<file path="config.mk">
export PLATFORM = sky130hd
export DESIGN_NAME = dsp48a1_mac_sequencer
export DESIGN_NICKNAME = d
export VERILOG_FILES = /design/src/rtl/dsp48a1_mac_sequencer.sv
export SDC_FILE = /design/constraint.sdc
export NUM_CORES = 1
export LEC_CHECK = 0
export CAP_MARGIN = 10
export CORE_ASPECT_RATIO = 0.9
export CORE_MARGIN = 2
export CORE_UTILIZATION = 34
export CTS_CLUSTER_SIZE = 28
export DETAILED_ROUTE_END_ITERATION = 8
export GPL_TIMING_DRIVEN = 0
export PLACE_DENSITY_LB_ADDON = 0.25
export SLEW_MARGIN = 20
export SYNTH_ARGS = -nofsm -noshare
export SYNTH_HDL_FRONTEND = slang
export SYNTH_SLANG_ARGS = --single-unit
</file>
<file path="constraint.sdc">
create_clock -name clk -period 2.8 [get_ports clk]
set_clock_uncertainty 0.05 [all_clocks]
set_input_delay 0.7 -clock clk [delete_from_list [all_inputs] [get_ports clk]]
set_output_delay 0.7 -clock clk [all_outputs]
set_load 0.005 [all_outputs]
</file>
<file path="src/rtl/dsp48a1_mac_sequencer.sv">
// Sequencer that runs a length-N multiply-accumulate job on one DSP48A1 slice.
// Optional overflow tracking is enabled by defining DSP48A1_SEQ_OVF_EN.
module dsp48a1_mac_sequencer #(
    parameter int LEN_W = 8,
    parameter int MREG  = 1
) (
    input  logic             clk,
    input  logic             rst,
    input  logic             start,
    input  logic [LEN_W-1:0] len,
    output logic             busy,
    input  logic             s_valid,
    output logic             s_ready,
    input  logic [17:0]      s_a,
    input  logic [17:0]      s_b,
    output logic [17:0]      dsp_a,
    output logic [17:0]      dsp_b,
    output logic [7:0]       dsp_opmode,
    output logic             dsp_cea,
    output logic             dsp_ceb,
    output logic             dsp_cem,
    output logic             dsp_cep,
    output logic             dsp_rstp,
    input  logic [47:0]      dsp_p,
    input  logic             dsp_carryout,
    output logic [47:0]      result,
    output logic             done,
    output logic             ovf
);

    typedef enum logic [2:0] {
        S_IDLE  = 3'd0,
        S_CLEAR = 3'd1,
        S_FEED  = 3'd2,
        S_DRAIN = 3'd3,
        S_DONE  = 3'd4
    } state_t;

    state_t             r_state;
    logic [LEN_W-1:0]   r_cnt;
    logic [47:0]        r_result;
    logic               r_ovf;

    logic               w_accept;
    logic               w_cem;
    logic               w_cep;
    logic               w_v_empty;
    logic               w_ovf_job;

    assign w_accept   = s_valid && (r_state == S_FEED);

    assign dsp_a      = s_a;
    assign dsp_b      = s_b;
    assign dsp_opmode = 8'h09;
    assign dsp_cea    = w_accept;
    assign dsp_ceb    = w_accept;
    assign dsp_cem    = w_cem;
    assign dsp_cep    = w_cep;
    assign dsp_rstp   = (r_state == S_CLEAR);
    assign busy       = (r_state != S_IDLE);
    assign s_ready    = (r_state == S_FEED);
    assign done       = (r_state == S_DONE);
    assign result     = r_result;
    assign ovf        = r_ovf;

    // Valid bits follow each accepted pair through the slice so only real products reach P.
    generate
        if (MREG != 0) begin : g_mreg
            logic [1:0] r_v;
            // Two-stage tracker: M stage then P stage.
            always_ff @(posedge clk) begin
                if (rst) begin
                    r_v <= 2'b00;
                end else begin
                    r_v <= {r_v[0], w_accept};
                end
            end
            assign w_cem     = r_v[0];
            assign w_cep     = r_v[1];
            assign w_v_empty = (r_v == 2'b00);
        end else begin : g_nomreg
            logic r_v;
            // Single-stage tracker: product goes straight to P.
            always_ff @(posedge clk) begin
                if (rst) begin
                    r_v <= 1'b0;
                end else begin
                    r_v <= w_accept;
                end
            end
            assign w_cem     = 1'b0;
            assign w_cep     = r_v;
            assign w_v_empty = ~r_v;
        end
    endgenerate

`ifdef DSP48A1_SEQ_OVF_EN
    logic r_ovf_flag;
    // Sticky carry-out capture over the P updates of the current job.
    always_ff @(posedge clk) begin
        if (rst) begin
            r_ovf_flag <= 1'b0;
        end else if (r_state == S_CLEAR) begin
            r_ovf_flag <= 1'b0;
        end else if (w_cep && dsp_carryout) begin
            r_ovf_flag <= 1'b1;
        end else begin
            r_ovf_flag <= r_ovf_flag;
        end
    end
    assign w_ovf_job = r_ovf_flag;
`else
    logic w_unused_carryout;
    assign w_unused_carryout = dsp_carryout;
    assign w_ovf_job         = 1'b0;
`endif

    // Job FSM; result and ovf are captured on entry to DONE so they are valid with done.
    always_ff @(posedge clk) begin
        if (rst) begin
            r_state  <= S_IDLE;
            r_cnt    <= '0;
            r_result <= 48'd0;
            r_ovf    <= 1'b0;
        end else begin
            case (r_state)
                S_IDLE: begin
                    if (start) begin
                        if (len != '0) begin
                            r_cnt   <= len;
                            r_state <= S_CLEAR;
                        end else begin
                            r_result <= 48'd0;
                            r_ovf    <= 1'b0;
                            r_state  <= S_DONE;
                        end
                    end else begin
                        r_state <= S_IDLE;
                    end
                end
                S_CLEAR: begin
                    r_state <= S_FEED;
                end
                S_FEED: begin
                    if (w_accept) begin
                        r_cnt <= r_cnt - LEN_W'(1);
                        if (r_cnt == LEN_W'(1)) begin
                            r_state <= S_DRAIN;
                        end else begin
                            r_state <= S_FEED;
                        end
                    end else begin
                        r_state <= S_FEED;
                    end
                end
                S_DRAIN: begin
                    if (w_v_empty) begin
                        r_result <= dsp_p;
                        r_ovf    <= w_ovf_job;
                        r_state  <= S_DONE;
                    end else begin
                        r_state <= S_DRAIN;
                    end
                end
                S_DONE: begin
                    r_state <= S_IDLE;
                end
                default: begin
                    r_state <= S_IDLE;
                end
            endcase
        end
    end

endmodule

</file>
==> results of run 1 <==
==> path summary, 6_finish.rpt <==
path | start | end | slack [ns] | depth (start not counted)
hold reg to reg | result[18] | result[18] | 0.42 | 1
setup reg to reg | r_state[1] | result[41] | 0.95 | 6
setup / recovery | r_state[1] | dsp_ceb | 0.12 | 6
hold / removal | result[18] | result[18] | 0.42 | 1
==> layout make-up <==
type	instances	area (um^2)	area share, %
timing repair buffer	153	1520	33.9
sequential	61	1230	27.3
multi-input combinational	137	976	21.7
buffer	60	423	9.41
clock buffer	9	124	2.76
tap	96	120	2.67
clock inverter	7	75.1	1.67
inverter	7	26.3	0.584
==> logic make-up (layout without fill, tap and decap cells) <==
family | Yosys count | count (layout) | synth area share, %
flops | 61 | 61 | 46.6
buf+inv | 68 | 236 | 17.3
fa+ha+maj | 2 | 2 | 0.955
compound gates | 79 | 79 | 25.0
simple gates | 47 | 47 | 9.88
other cells | 2 | 9 | 0.287
==> repair_timing <==
item,in CTS,in global routing
buffers inserted,1,2
pin swaps,0,1
endpoints found under the hold margin,0,0
gates cloned,0,0
resized for setup,3,3
setup endpoints to repair,2,1
==> cell usage in the layout (no fill, tap or decap), drive strengths merged, types with 3 or more instances in the layout <==
cell and instances:
nor2 15, clkbuf 18, o32ai 5, a21oi 12
inv 8, nand2b 6, or4 3, nand2 4
nand3 3, a22o 48, clkdlybuf4s50 150, nor3 3
buf 54, clkinv 5, nor3b 3, o21ai 3
dfxtp 61, conb 9
==> synthesized netlist by cell type (2+ instances only) <==
library cell | count | area (um^2)
a21boi_0 | 2 | 15.0
a21oi_1 | 11 | 55.1
a22o_1 | 48 | 420
a22oi_1 | 2 | 15.0
buf_2 | 2 | 10.0
buf_4 | 46 | 345
buf_6 | 3 | 33.8
clkbuf_1 | 10 | 37.5
conb_1 | 2 | 7.51
dfxtp_1 | 61 | 1220
ha_1 | 2 | 25.0
inv_1 | 6 | 22.5
nand2_1 | 4 | 15.0
nand2b_1 | 6 | 37.5
nand3_1 | 3 | 15.0
nor2_1 | 15 | 56.3
nor2b_1 | 2 | 12.5
nor3_1 | 3 | 15.0
nor3b_1 | 3 | 22.5
o21ai_0 | 3 | 15.0
o32ai_1 | 5 | 43.8
or2_2 | 2 | 12.5
or4_1 | 2 | 15.0
==> power breakdown <==
| part | switching (uW) | internal [uW] |
|---|---|---|
| logic | 143 | 250 |
| clock network | 364 | 415 |
| registers | 21.8 | 895 |
| total | 528 | 1560 |
==> sequential cells by signal, indices dropped and copies added, names as in the netlist <==
| register | cells |
|---|---|
| r_cnt | 8 |
| g_mreg.r_v | 2 |
| r_state | 3 |
| result | 48 |
==> layer usage <==
layer / up-vias / routed length (um)
li1: 1222 / -
met2: 134 / 3590
met4: 0 / 129
met3: 12 / 827
met1: 1150 / 2990
met5: - / 0
==> through the flow <==
step / area [um^2] / hold WS [ns]
global route: 4500 / 0.438
global placement: 4270 / 0.406
finish: 4500 / 0.423
floorplan: 2650 / 0.399
CTS: 4480 / 0.427
detailed placement: 4270 / 0.407
==> results.md, run 1 <==
- The global-route met3 utilization is 7.88%.
- The first routing iteration left 101 violations.
- The most used flip-flop cell after synthesis is dfxtp_1.
- The instance count of the mapped netlist is 259.
- The half-perimeter wire length of the detailed placement result is 5670 um.
- The area growth from synthesis to layout is 71.5%.
- The maximum vdd drop is 294 uV.
- Dividing the detail-routed via count by the number of cells gives 4.75.
- Of all nets on the critical path, the largest fanout is 7.
- The buffering stage count on the worst path with inverters included is 4.
- The total routing usage reported by global routing is 17.4%.
- The peak-usage layer in the global routing report is met2.
- The critical setup path kind is reg2out.
- The sum of negative setup slack is 0 ns.
- The starting utilization of the core area is 34.9%.
- The cell repeated most along the worst path is inv_2.
- The total number of clock tree sinks is 61.
- The layout filler cell count is 673.
- During placement, the flow inserted port buffers numbering 150.
- The routed length per instance is 14.2 um.
- The worst slew margin relative to its limit is 64.1%.
- The overflow left after global routing is 0.
- Setup repair after global routing left no endpoint under its margin.
- For this design the ratio of total power to cell area is 464 nW/um^2.
- The critical path goes through or3b_4 > inv_2 > nand2_1 > inv_2 > buf_4 > clkdlybuf4s50_1.
- The number of design rule violations left after detail routing is 0.
- After layout, the worst setup slack is 0.122 ns.
- After synthesis the netlist holds a flip-flop and latch count of 61.
- The TritonCTS clock tree is done.
- The element type at the critical path start is a flop.
- The maximum cell stage delay along the critical path is 0.48 ns.
- The max-slew violation count was 0.
- The routability congestion estimate from global placement is 0.905.
- Yosys mapped the design onto 39 distinct sky130hd cell types.
- The die covers 8430 um^2.
- The met1 routing resource usage after global routing is 20.6%.
- The number of failing setup endpoints in the final timing report is 0.
- The post-route netlist has 18.9% of its cells at a drive strength greater than 1.
- The total I/O pin count is 198.
- Measured along the y axis, the die boundary spans 87.3 um.
- The reported max-cap violation count is 0.
- The cell area after technology mapping is 2620 um^2.
- The worst-skew pair later-pin latency is 0.33 ns.
- The kind of cell with the highest combined delay along the critical path is buffers and inverters.
- The overall power after layout is 2090 uW.
- After clock tree synthesis, the clock-pin slew on the worst setup and hold paths is 0.08 ns.
- The count of placed standard cells including taps is 512.
- The clock tree root buffer cell is clkbuf_8.
- Of the available clock period, the critical path in the final layout requires 95.6%.
- The number of hold violations in the final report is 0.
- Excluding fillers, the count of instances in the completed layout stands at 530.
- At the worst endpoint, the required time is 2.05 ns.
- The path category of the worst min-delay check is reg2reg.
- For this run, asynchronously set or reset flops after synthesis account for 0%.
- The nature of the critical path endpoint is a primary output.
- Summed over all cells, the static leakage comes to 0.00182 uW.
- Yosys mapped a number of flops with a built-in enable equal to 0.
- The number of global-route vias before repair came to 2366.
- In this run the number of H-tree levels came out at 3.
- The final cell utilization of the core is 59.9%.
- The first-pass GRT wire length is 11200 um.
- Sequential cells were found to cover 46.6% of the synthesized design area.
- After layout, the minimum clock period comes to 2.68 ns.
- The total number of yosys warnings is 0.
- The number of antenna violations at the first check in global routing came to 0.
- In this run the mean area of a mapped cell was 10.1 um^2.
- The placement row count is 30.
- The met2 track demand over resource is 27.5%.
- At the pin with the least slew margin, the transition time is 0.538 ns.
- The number of buffers added to fix hold violations after cts is 0.
- TritonCTS created 9 clock buffers.
- The arrival time at the worst endpoint is 1.93 ns.
- The buffer depth of the longest clock path is 2.
- Among all stages on the critical path, the largest delay is contributed by clkdlybuf4s50_1.
- The final layout contains 528 nets.
- The number of antenna-violating nets in the routed design is 0.
- The count of inserted antenna diode cells is 0.
- The detailed-route via count is 2518.
- For this block, the routed nets add up to 7540 um of wire.
- Entering global routing, the biggest net connects 13 pins.
- The floorplan die width is 96.6 um.
- The flow ran to the end, and the final reports show no timing, DRC or antenna violations.
- Before antenna repair, the detailed router went through 4 iterations.
- OpenSTA, run right after detailed placement, puts the worst setup slack at -0.0983 ns.
- The peak clock frequency supported by timing is 0.373 GHz.
- The total area inside the core boundary comes to 7510 um^2.
Power figures use the tool's default switching activity.
==> run 2: changes to the inputs <==
- ABC_AREA: default -> 1
- CORE_UTILIZATION: 34 -> 36
==> run 2 against run 1 <==
  * First-iteration DRC count is 12% higher
  * Largest cell class unchanged
  * Clock power down 2%
  * Fmax up 0.45%
  * Clock-buffer cell count up 3
  * Final cell count is 28% higher
  * Non-clock buffer count grew 8
  * Synthesized cell count increased by 57%
  * Design area increased by 8.6%
  * Hold slack worse by 0.029 ns
  * Critical path type is now in2out
  * Total power is 0.58% higher
  * Register-to-register slack improved by 0.32 ns
  * Via count is 26% higher
  * Highest routed layer unchanged
==> results.md, run 2 <==
- Outcome: complete, no violations (unchanged).
- The sum of negative setup slack is 0 ns (unchanged).
- The detailed-route via count is 3161 (was 2518).
- The number of antenna violations at the first check in global routing came to 0 (unchanged).
- Sequence of cells on the critical path: clkdlybuf4s50_1 > nand2_2 > inv_1 > buf_4 > clkdlybuf4s50_1 (was or3b_4 > inv_2 > nand2_1 > inv_2 > buf_4 > clkdlybuf4s50_1).
- The number of global-route vias before repair came to 2972 (was 2366).
- The maximum cell stage delay along the critical path was 0.48 ns (about the same).
- The static power due to leakage came to 0.00193 uW (was 0.00182 uW).
- The global-route met3 utilization is 5.50% (was 7.88%).
- The instance count of the mapped netlist came to 407 (was 259).
- The total I/O pin count is 198 (unchanged).
- The clock network fraction of total power was 36.4% (was 37.3%).
- The total number of yosys warnings is 0 (unchanged).
- The sequential share of the synthesized area was 40.4% (was 46.6%).
- The number of H-tree branching levels is 3 (unchanged).
- The number of hold violations in the final report came to 0 (unchanged).
- The path category of the worst min-delay check is reg2reg (unchanged).
- The internal power component is 1570 uW (was 1560 uW).
- The proportion of layout cells with a drive suffix above 1 was 17.0% (was 18.9%).
- The proportion of register bits with asynchronous set or reset after synthesis came to 0% (unchanged).
- The cell depth of the worst min-delay path is 2 (was 1).
- The buffering stage count on the worst path with inverters included is 4 (unchanged).
- Biggest area contributors in the synthesized netlist: dfxtp_1 (40%), buf_4 (13%), nand2_1 (9.2%) (was dfxtp_1 (47%), a22o_1 (16%), buf_4 (13%)).
- The TritonCTS clock tree is done (unchanged).
- The first-pass GRT wire length came to 13900 um (was 11200 um).
- The number of buffer cells added on primary ports is 150 (unchanged).
- The critical path required time is 2.05 ns (about the same).
- The clock tree root buffer cell is clkbuf_8 (unchanged).
- The met2 track demand over resource is 30.0% (was 27.5%).
- The cell repeated most along the worst path was clkdlybuf4s50_1 (was inv_2).
- RSZ-0062 raised after global routing: no (unchanged).
- The met1 routing resource usage after global routing is 23.7% (was 20.6%).
- The post-placement worst setup slack is 0.113 ns (was -0.0983 ns).
- The final instance area was 4880 um^2 (was 4500 um^2).
- The number of buffers inserted during clock tree synthesis came to 9 (unchanged).
- The largest driver fanout on the critical path is 4 (was 7).
- The critical register-to-register path endpoint is result[43] (was result[41]).
- The arrival time at the worst endpoint is 1.92 ns (was 1.93 ns).
- The half-perimeter wire length of the detailed placement result is 6610 um (was 5670 um).
- The fraction of the cycle the final worst path needs came to 95.2% (was 95.6%).
- The sequential group share of total power was 43.8% (was 43.9%).
- The synthesis-to-layout area growth was 61.5% (was 71.5%).
- The routability congestion estimate from global placement is 0.812 (was 0.905).
- The number of design rule violations left after detail routing was 0 (unchanged).
- The portion of synthesized cell area occupied by the leading cell type came to 40.4% (was 46.6%).
- The buffer depth of the longest clock path is 2 (unchanged).
- The pin count of the biggest net entering global routing is 11 (was 13).
- The combinational power share is 19.8% (was 18.8%).
- The clock transition time at the flip-flop clock pins of the worst setup and hold paths was 0.06 ns (was 0.08 ns).
- The dominant cell type by area after synthesis was dfxtp_1 (unchanged).
- The starting utilization of the core area is 37.3% (was 34.9%).
- The cell class contributing the biggest share of worst-path delay is buffers and inverters (unchanged).
- The via-per-instance ratio came to 4.64 (was 4.75).
- The instance area after placement is 4670 um^2 (was 4270 um^2).
- The total routing usage reported by global routing came to 18.8% (was 17.4%).
- The placement row count was 31 (was 30).
- The most repeated cell in the gate-level netlist after synthesis was nand2_1 (was dfxtp_1).
- The total number of clock tree sinks is 61 (unchanged).
- The number of unique standard cell types used by synthesis came to 22 (was 39).
- The chip height is 90.9 um (was 87.3 um).
- The max-slew violation count came to 0 (unchanged).
- The master of the slowest instance on the critical path is clkdlybuf4s50_1 (unchanged).
- The overall power after layout is 2100 uW (was 2090 uW).
- The time the final worst path needs with I/O delays and setup was 2.67 ns (was 2.68 ns).
- The overflow left after global routing was 0 (unchanged).
- The number of detailed-routing iterations run before antenna repair is 4 (unchanged).
- Post-synth top cells: nand2_1 (74), dfxtp_1 (61), buf_4 (52), a21oi_1 (51), nand3_1 (48) (was dfxtp_1 (61), a22o_1 (48), buf_4 (46), nor2_1 (15), a21oi_1 (11)).
- The number of flip-flops under the largest register name is 48 (unchanged).
- The most used flip-flop cell after synthesis is dfxtp_1 (unchanged).
- The critical path startpoint is s_valid (was r_state[1]).
- The number of antenna-violating nets in the routed design is 0 (unchanged).
- The peak clock frequency supported by timing is 0.375 GHz (was 0.373 GHz).
- The number of failing setup endpoints in the final timing report is 0 (unchanged).
- The total of cells resized after clock tree synthesis was 0 (was 3).
- The initial DRC count is 113 (was 101).
- The register-to-register setup slack was 1.27 ns (was 0.95 ns).
- The path depth of the worst reg2reg path came to 7 (was 6).
- The element type at the critical path start is an input port (was flop).
- The peak-usage layer in the global routing report is met2 (unchanged).
- The switching portion of total power is 25.1% (was 25.3%).
- The switching power of the nets came to 527 uW (was 528 uW).
- The placeable core region came to 8110 um^2 (was 7510 um^2).
- The worst-skew pair later-pin latency is 0.33 ns (about the same).
- The maximum vdd drop is 223 uV (was 294 uV).
- The count of placed standard cells including taps is 663 (was 512).
- Most used cells in the layout excluding fill and tap cells: clkdlybuf4s50_1 (150), nand2_1 (74), dfxtp_1 (61), buf_4 (54), a21oi_1 (51) (was clkdlybuf4s50_1 (150), dfxtp_1 (58), buf_4 (49), a22o_1 (48), nor2_1 (15)).
- The critical setup path kind is in2out (was reg2out).
- The count of inserted antenna diode cells is 0 (unchanged).
- The most common library cell in the layout ignoring fill and taps is clkdlybuf4s50_1 (unchanged).
- The startpoint of the lowest-slack hold path is g_mreg.r_v[0] (was result[18]).
- The worst-case hold path end point is g_mreg.r_v[1] (was result[18]).
- The final setup slack of the worst path is 0.134 ns (was 0.122 ns).
- The final net count is 676 (was 528).
- The cell area after technology mapping is 3020 um^2 (was 2620 um^2).
- The flip-flop and latch count after synthesis came to 61 (unchanged).
- The overall die area is 9140 um^2 (was 8430 um^2).
- The number of enable flip-flop cells after synthesis is 0 (unchanged).
- The beginning of the worst register-to-register path is r_state[2] (was r_state[1]).
- The routed wire length came to 8560 um (was 7540 um).
- The floorplan die width is 101 um (was 96.6 um).
- The power density relative to cell area is 430 nW/um^2 (was 464 nW/um^2).
- The final instance count without filler cells is 681 (was 530).
- The routed length per instance is 12.6 um (was 14.2 um).
- The nature of the critical path endpoint is a primary output (unchanged).
- The mean post-synth cell area is 7.42 um^2 (was 10.1 um^2).
- The reported max-cap violation count is 0 (unchanged).
==> run 2: changes by cell type after synthesis, sizes merged, moves of 4 or more <==
cell	delta
nand3	+57
nand2b	-6
o21ai	+13
nor2	+18
a21oi	+39
buf	+12
inv	+22
o32ai	-5
a22o	-48
nand2	+72
clkbuf	-4
==> run 2: through the flow <==
step	hold slack, ns	util, %
6_report	0.394	60.2
5_1_grt	0.432	60.2
4_1_cts	0.397	60.0
3_5_place_dp	0.387	57.6
3_3_place_gp	0.376	57.6
2_1_floorplan	0.383	-
==> run 2: how the worst max path moves through the flow <==
stage	endpoint	slack, ns	cells after the start
2_1_floorplan	dsp_ceb	1.08	5
3_3_place_gp	dsp_ceb	0.12	5
3_5_place_dp	dsp_ceb	0.11	5
4_1_cts	dsp_ceb	0.06	6
5_1_grt	dsp_ceb	0.05	6
6_report	dsp_ceb	0.13	5
==> run 2: area by class of cell <==
type / count / area, um^2
inverters: 29 / 109
fillers: 753 / 3230
multi-input cells: 255 / 1230
plain buffers: 69 / 487
clock inverters: 4 / 47.5
repair buffers: 152 / 1520
well taps: 99 / 124
flip-flops and latches: 61 / 1220
clock buffers: 12 / 145
==> run 2: timing repair <==
item,4_1_cts,5_1_grt
setup buffers,0,2
hold buffers,0,0
hold endpoints to repair,0,0
endpoints found under the setup margin,0,2
==> run 2: cells by family after synthesis <==
kind of cell             synth area share, %
buffers and inverters                   19.7
other                                  0.249
flip-flops                              40.4
adder cells (fa/ha/maj)                0.828
AND/OR/NAND/NOR                         27.7
AO/OA/AOI/OAI                           11.1
==> run 2: worst register-to-register path, delay by kind of cell (launching register included) <==
kind	cells	cell delay, ns
buffers and inverters	4	0.61
flip-flops	1	0.36
AND/OR/NAND/NOR	2	0.28
AO/OA/AOI/OAI	1	0.15
==> run 2: power groups by stage <==
stage	Sequential [uW]	Clock [uW]	Combinational [uW]
2_1_floorplan	935	0	202
3_3_place_gp	938	0	406
3_5_place_dp	939	0	411
4_1_cts	920	786	413
5_1_grt	923	827	458
6_report	920	765	415
==> run 2: metal layers <==
layer	part of all wire (%)	wire length, um	vias to the layer above
met5	0	0	-
met4	2.2	192	0
met3	7.3	622	15
met2	48	4080	123
met1	43	3670	1418
li1	-	-	1605
==> patch 1: new RTL, flow settings as in run 1 <==
Set the parameter `MREG` to 0 (it was 1).
--- a/src/rtl/dsp48a1_mac_sequencer.sv
+++ b/src/rtl/dsp48a1_mac_sequencer.sv
@@ -3,5 +3,5 @@
 module dsp48a1_mac_sequencer #(
     parameter int LEN_W = 8,
-    parameter int MREG  = 1
+    parameter int MREG  = 0
 ) (
     input  logic             clk,
Formal check against the unedited RTL: not equivalent (Yosys sat finds a counterexample within 4 cycles, from zero or initial values and one cycle with rst high).
==> patch 1 against run 1 <==
- cell area shrank 0.31%
- count of clock-buffer cells in the layout grew 2
- non-clock buffer count grew 3
- routed wire length shrank 2.1%
- synthesized area shrank 0.57%
- highest routed layer unchanged
- sequential cell count shrank 1
- setup slack lost 0.024 ns
- hold slack lost 0.00089 ns
- power shrank 3.1%
==> patch 1: results <==
[worst_hold_path]
hold_start = "r_cnt[6]"
hold_class = "reg2reg"
holdPathEnd = "r_cnt[6]"
hold_path_depth = 2

[cells_and_area]
nNetsFinal = 528
drive_gt1_frac = 0.1797
largest_register_ffs = 48
antennaDiodeCount = 0

[route]
wirelength_um = 7381
drt_first_pass_iters = 4
drt-initial-drc-count = 60
detail_route.vias_per_cell = 4.719

[cts]
cts_buffers = 9
clock_latency_ns = 0.33
clock-root-buffer = "clkbuf_8"
h-tree-depth = 3
cts.reportedPaths.clkPinSlew_ns = 0.06
clockBufferDepth = 2

[logic_synthesis]
ys_top_cells_by_count = "dfxtp_1 (60), a22o_1 (48), buf_4 (47)"
synth_cell_types = 39
yosysWarnings = 0
ys_top_cells_by_area = "dfxtp_1 (46%), a22o_1 (16%), buf_4 (14%)"
synthArstFlopShare = 0
seq_area_frac_synth = 0.4609

[sta]
worst_pin_slew_ns = 0.6481

[worst_setup_path]
r2r_cells = 5
cp.arrival_ns = 1.95
slowest_stage = "clkdlybuf4s50_1"
regToRegEndpoint = "result[45]"
regToRegSetupSlack_ns = 0.75
rr_startpoint = "r_state[0]"
max_stage_delay_ns = 0.52
critPathLaunch = "r_state[2]"
critPathMaxFanout = 10

[global_route]
grt.met3_usage = 0.08225
grt_pass1_vias = 2402
grt_max_degree = 11
met1_usage = 0.1975
grt_pass1_wl_um = 10980
use_met2 = 0.2765
antenna_found_initial = 0
grt_usage = 0.1681

[run_status]
status = "complete, no violations"

[place]
dp_hpwl_um = 5551
gp_congestion = 0.7927
io_buffer_count = 150

[power]
peakVddDrop_v = 0.0002188
p_leak_nw = 1.806
## patch 1: cell types whose count changed in the layout (fill, tap and decap cells not counted), moves of 3 or more
| cell | run 1 | this run |
|---|---|---|
| nor2_1 | 15 | 8 |
| a221o_1 | 1 | 7 |
| o21ai_1 | 0 | 5 |
| o32ai_1 | 5 | 0 |
| nand3_1 | 3 | 7 |
| clkinv_4 | 3 | 0 |
| nand2_1 | 4 | 7 |
| o21ai_0 | 3 | 0 |
## patch 1: layout make-up
type                            count  area, sq um
Buffer                             64        451.7
Inverter                            5        23.77
Timing Repair Buffer              152         1519
Clock buffer                       11        131.4
Tap cell                           96        120.1
Clock inverter                      5        52.55
Sequential cell                    60         1204
Multi-Input combinational cell    137        979.7
Fill cell                         659         2988
## patch 1: worst max path at each step
stage	to	cells after the start	slack, ns
finish	s_ready	5	0.1
global route	s_ready	5	0.02
CTS	s_ready	5	0.02
detailed placement	result[45]	6	-0.12
global placement	result[46]	6	-0.13
floorplan	result[0]	6	0.57
## patch 1: kinds of logic (layout without fill, tap and decap cells)
group	after synthesis	count (layout)	synth area share
AO/OA/AOI/OAI	76	76	0.2381
other	2	10	0.002882
AND/OR/NAND/NOR	49	49	0.1075
buffers and inverters	70	237	0.1810
flip-flops	60	60	0.4609
adder cells (fa/ha/maj)	2	2	0.009600
## patch 1: timing repair
item,in CTS,in global routing
buffers inserted,0,2
pin swaps,0,1
gates resized for setup,4,7
endpoints found under the setup margin,3,2
## patch 1: worst max-delay path, delay by kind of cell, from the launching register on
kind | cells | cell delay [ns]
flip-flops | 1 | 0.32
AND/OR/NAND/NOR | 1 | 0.41
buffers and inverters | 4 | 0.91
## patch 1: power breakdown
group	switching, W	leakage [nW]	internal (W)
Sequential	0.0000212	0.486	0.000880
Combinational	0.000142	1.23	0.000247
Clock	0.000325	0.0931	0.000407
## patch 1: metrics by stage
stage | utilization | cells | hold WS [ns] | instance area (sq um) | setup slack, ns
global route | 0.6000 | 530 | 0.4451 | 4482 | 0.02207
floorplan | - | 267 | 0.3921 | 2636 | 0.5735
detailed placement | 0.5700 | 513 | 0.4126 | 4258 | -0.1226
finish | 0.6000 | 530 | 0.4226 | 4482 | 0.09759
CTS | 0.5955 | 528 | 0.4241 | 4448 | 0.01523
global placement | 0.5700 | 513 | 0.4103 | 4258 | -0.1308
## patch 1: routing by layer
layer	vias to the layer above	wire length, um
met5	-	0
met4	0	45
met3	4	692
met2	119	3675
met1	1156	2967
li1	1222	-
==> patch 2: new RTL, settings of run 1 <==
Without the edit above. Encoding of `state_t`: now Gray code (3 bits for 5 states).
--- a/src/rtl/dsp48a1_mac_sequencer.sv
+++ b/src/rtl/dsp48a1_mac_sequencer.sv
@@ -30,9 +30,9 @@
 
     typedef enum logic [2:0] {
-        S_IDLE  = 3'd0,
-        S_CLEAR = 3'd1,
-        S_FEED  = 3'd2,
-        S_DRAIN = 3'd3,
-        S_DONE  = 3'd4
+        S_IDLE  = 3'b000,
+        S_CLEAR = 3'b001,
+        S_FEED  = 3'b011,
+        S_DRAIN = 3'b010,
+        S_DONE  = 3'b110
     } state_t;
 
Check against the original RTL: same outputs for any inputs over 10 cycles, from zero or initial values and one cycle with rst high; not proved beyond that.
==> patch 2 against run 1 <==
- synthesized area rose by 15%
- largest cell class unchanged
- routed wire length grew 12%
- non-clock buffer count is 6 higher
- cell area rose by 11%
- sequential cell count unchanged
- first-iteration DRC count grew 8.9%
- power up 14%
- setup slack improved by 0.042 ns
==> patch 2: results <==
[worst_hold_path]
hold_start = "result[34]"
holdPathEnd = "result[34]"
hold_path_depth = 2

[logic_synthesis]
synth_cell_types = 35
syn_area_sq_mm = 0.003010
ys_top_cells_by_count = "nand2_1 (104), dfxtp_1 (61), mux2i_1 (49)"
avgSynthCellArea_sq_um = 8.456
seq_area_frac_synth = 0.4057
ys_top_cells_by_area = "dfxtp_1 (41%), mux2i_1 (16%), nand2_1 (13%)"

[global_route]
met1_usage = 0.1986
grt_pass1_vias = 2851
grt.met3_usage = 0.07175
use_met2 = 0.2949

[power]
p_leak_nw = 2.147
power_density_mw_per_mm2 = 480.1
comb_power_w = 0.000498
p_sw_frac = 0.2532
pwr-share-clk = 0.403

[cells_and_area]
stdcell_area_sq_mm = 0.004969
regArea_sq_mm = 0.001222
multi_input_area_share = 0.2689
final-nonclk-buf-share = 0.3976
nNonClkInverters = 9
n_fill_cell = 811
nNonClkBuffers = 219

[route]
wl_met1_um = 3373
wl_met3_um = 892
wl_met2_um = 4119
detail_route.vias_per_cell = 4.526

[sta]
period_share = 0.9416
hold_ws_ns = 0.4090
worst_pin_slew_ns = 0.5196

[worst_setup_path]
regToRegSetupSlack_ns = 0.69
regToRegEndpoint = "result[1]"
critPathMaxFanout = 2
critPathLaunch = "s_valid"

[place]
dpl_cell_area_sq_mm = 0.004697
gp_congestion = 0.8709
io_buffer_count = 151
post-place-ws_ns = -0.3296
dp_hpwl_um = 6458

[run_status]
status = "complete, no violations"
[patch 2: cell types whose count changed after synthesis, moves of 3 or more]
cell / before / now
clkbuf_1: 10 / 14
o21ai_0: 3 / 0
nand2b_1: 6 / 1
nor2_1: 15 / 7
buf_2: 2 / 5
nand2_1: 4 / 104
mux2i_1: 0 / 49
a22o_1: 48 / 0
nor3_1: 3 / 7
[patch 2: kinds of logic (layout without fill, tap and decap cells)]
| logic type | count (synthesis) | in the layout | synth area share |
|---|---|---|---|
| AO/OA/AOI/OAI | 28 | 28 | 0.06567 |
| adder cells (fa/ha/maj) | 2 | 2 | 0.008311 |
| buffers and inverters | 76 | 244 | 0.1592 |
| flip-flops | 61 | 61 | 0.4057 |
| multiplexers | 49 | 49 | 0.1629 |
| other | 2 | 9 | 0.002495 |
| AND/OR/NAND/NOR | 138 | 138 | 0.1958 |
[patch 2: how the worst max path moves through the flow]
stage | end
floorplan | r_cnt[0]
CTS | s_ready
finish | dsp_ceb
global placement | dsp_ceb
global route | s_ready
detailed placement | dsp_ceb
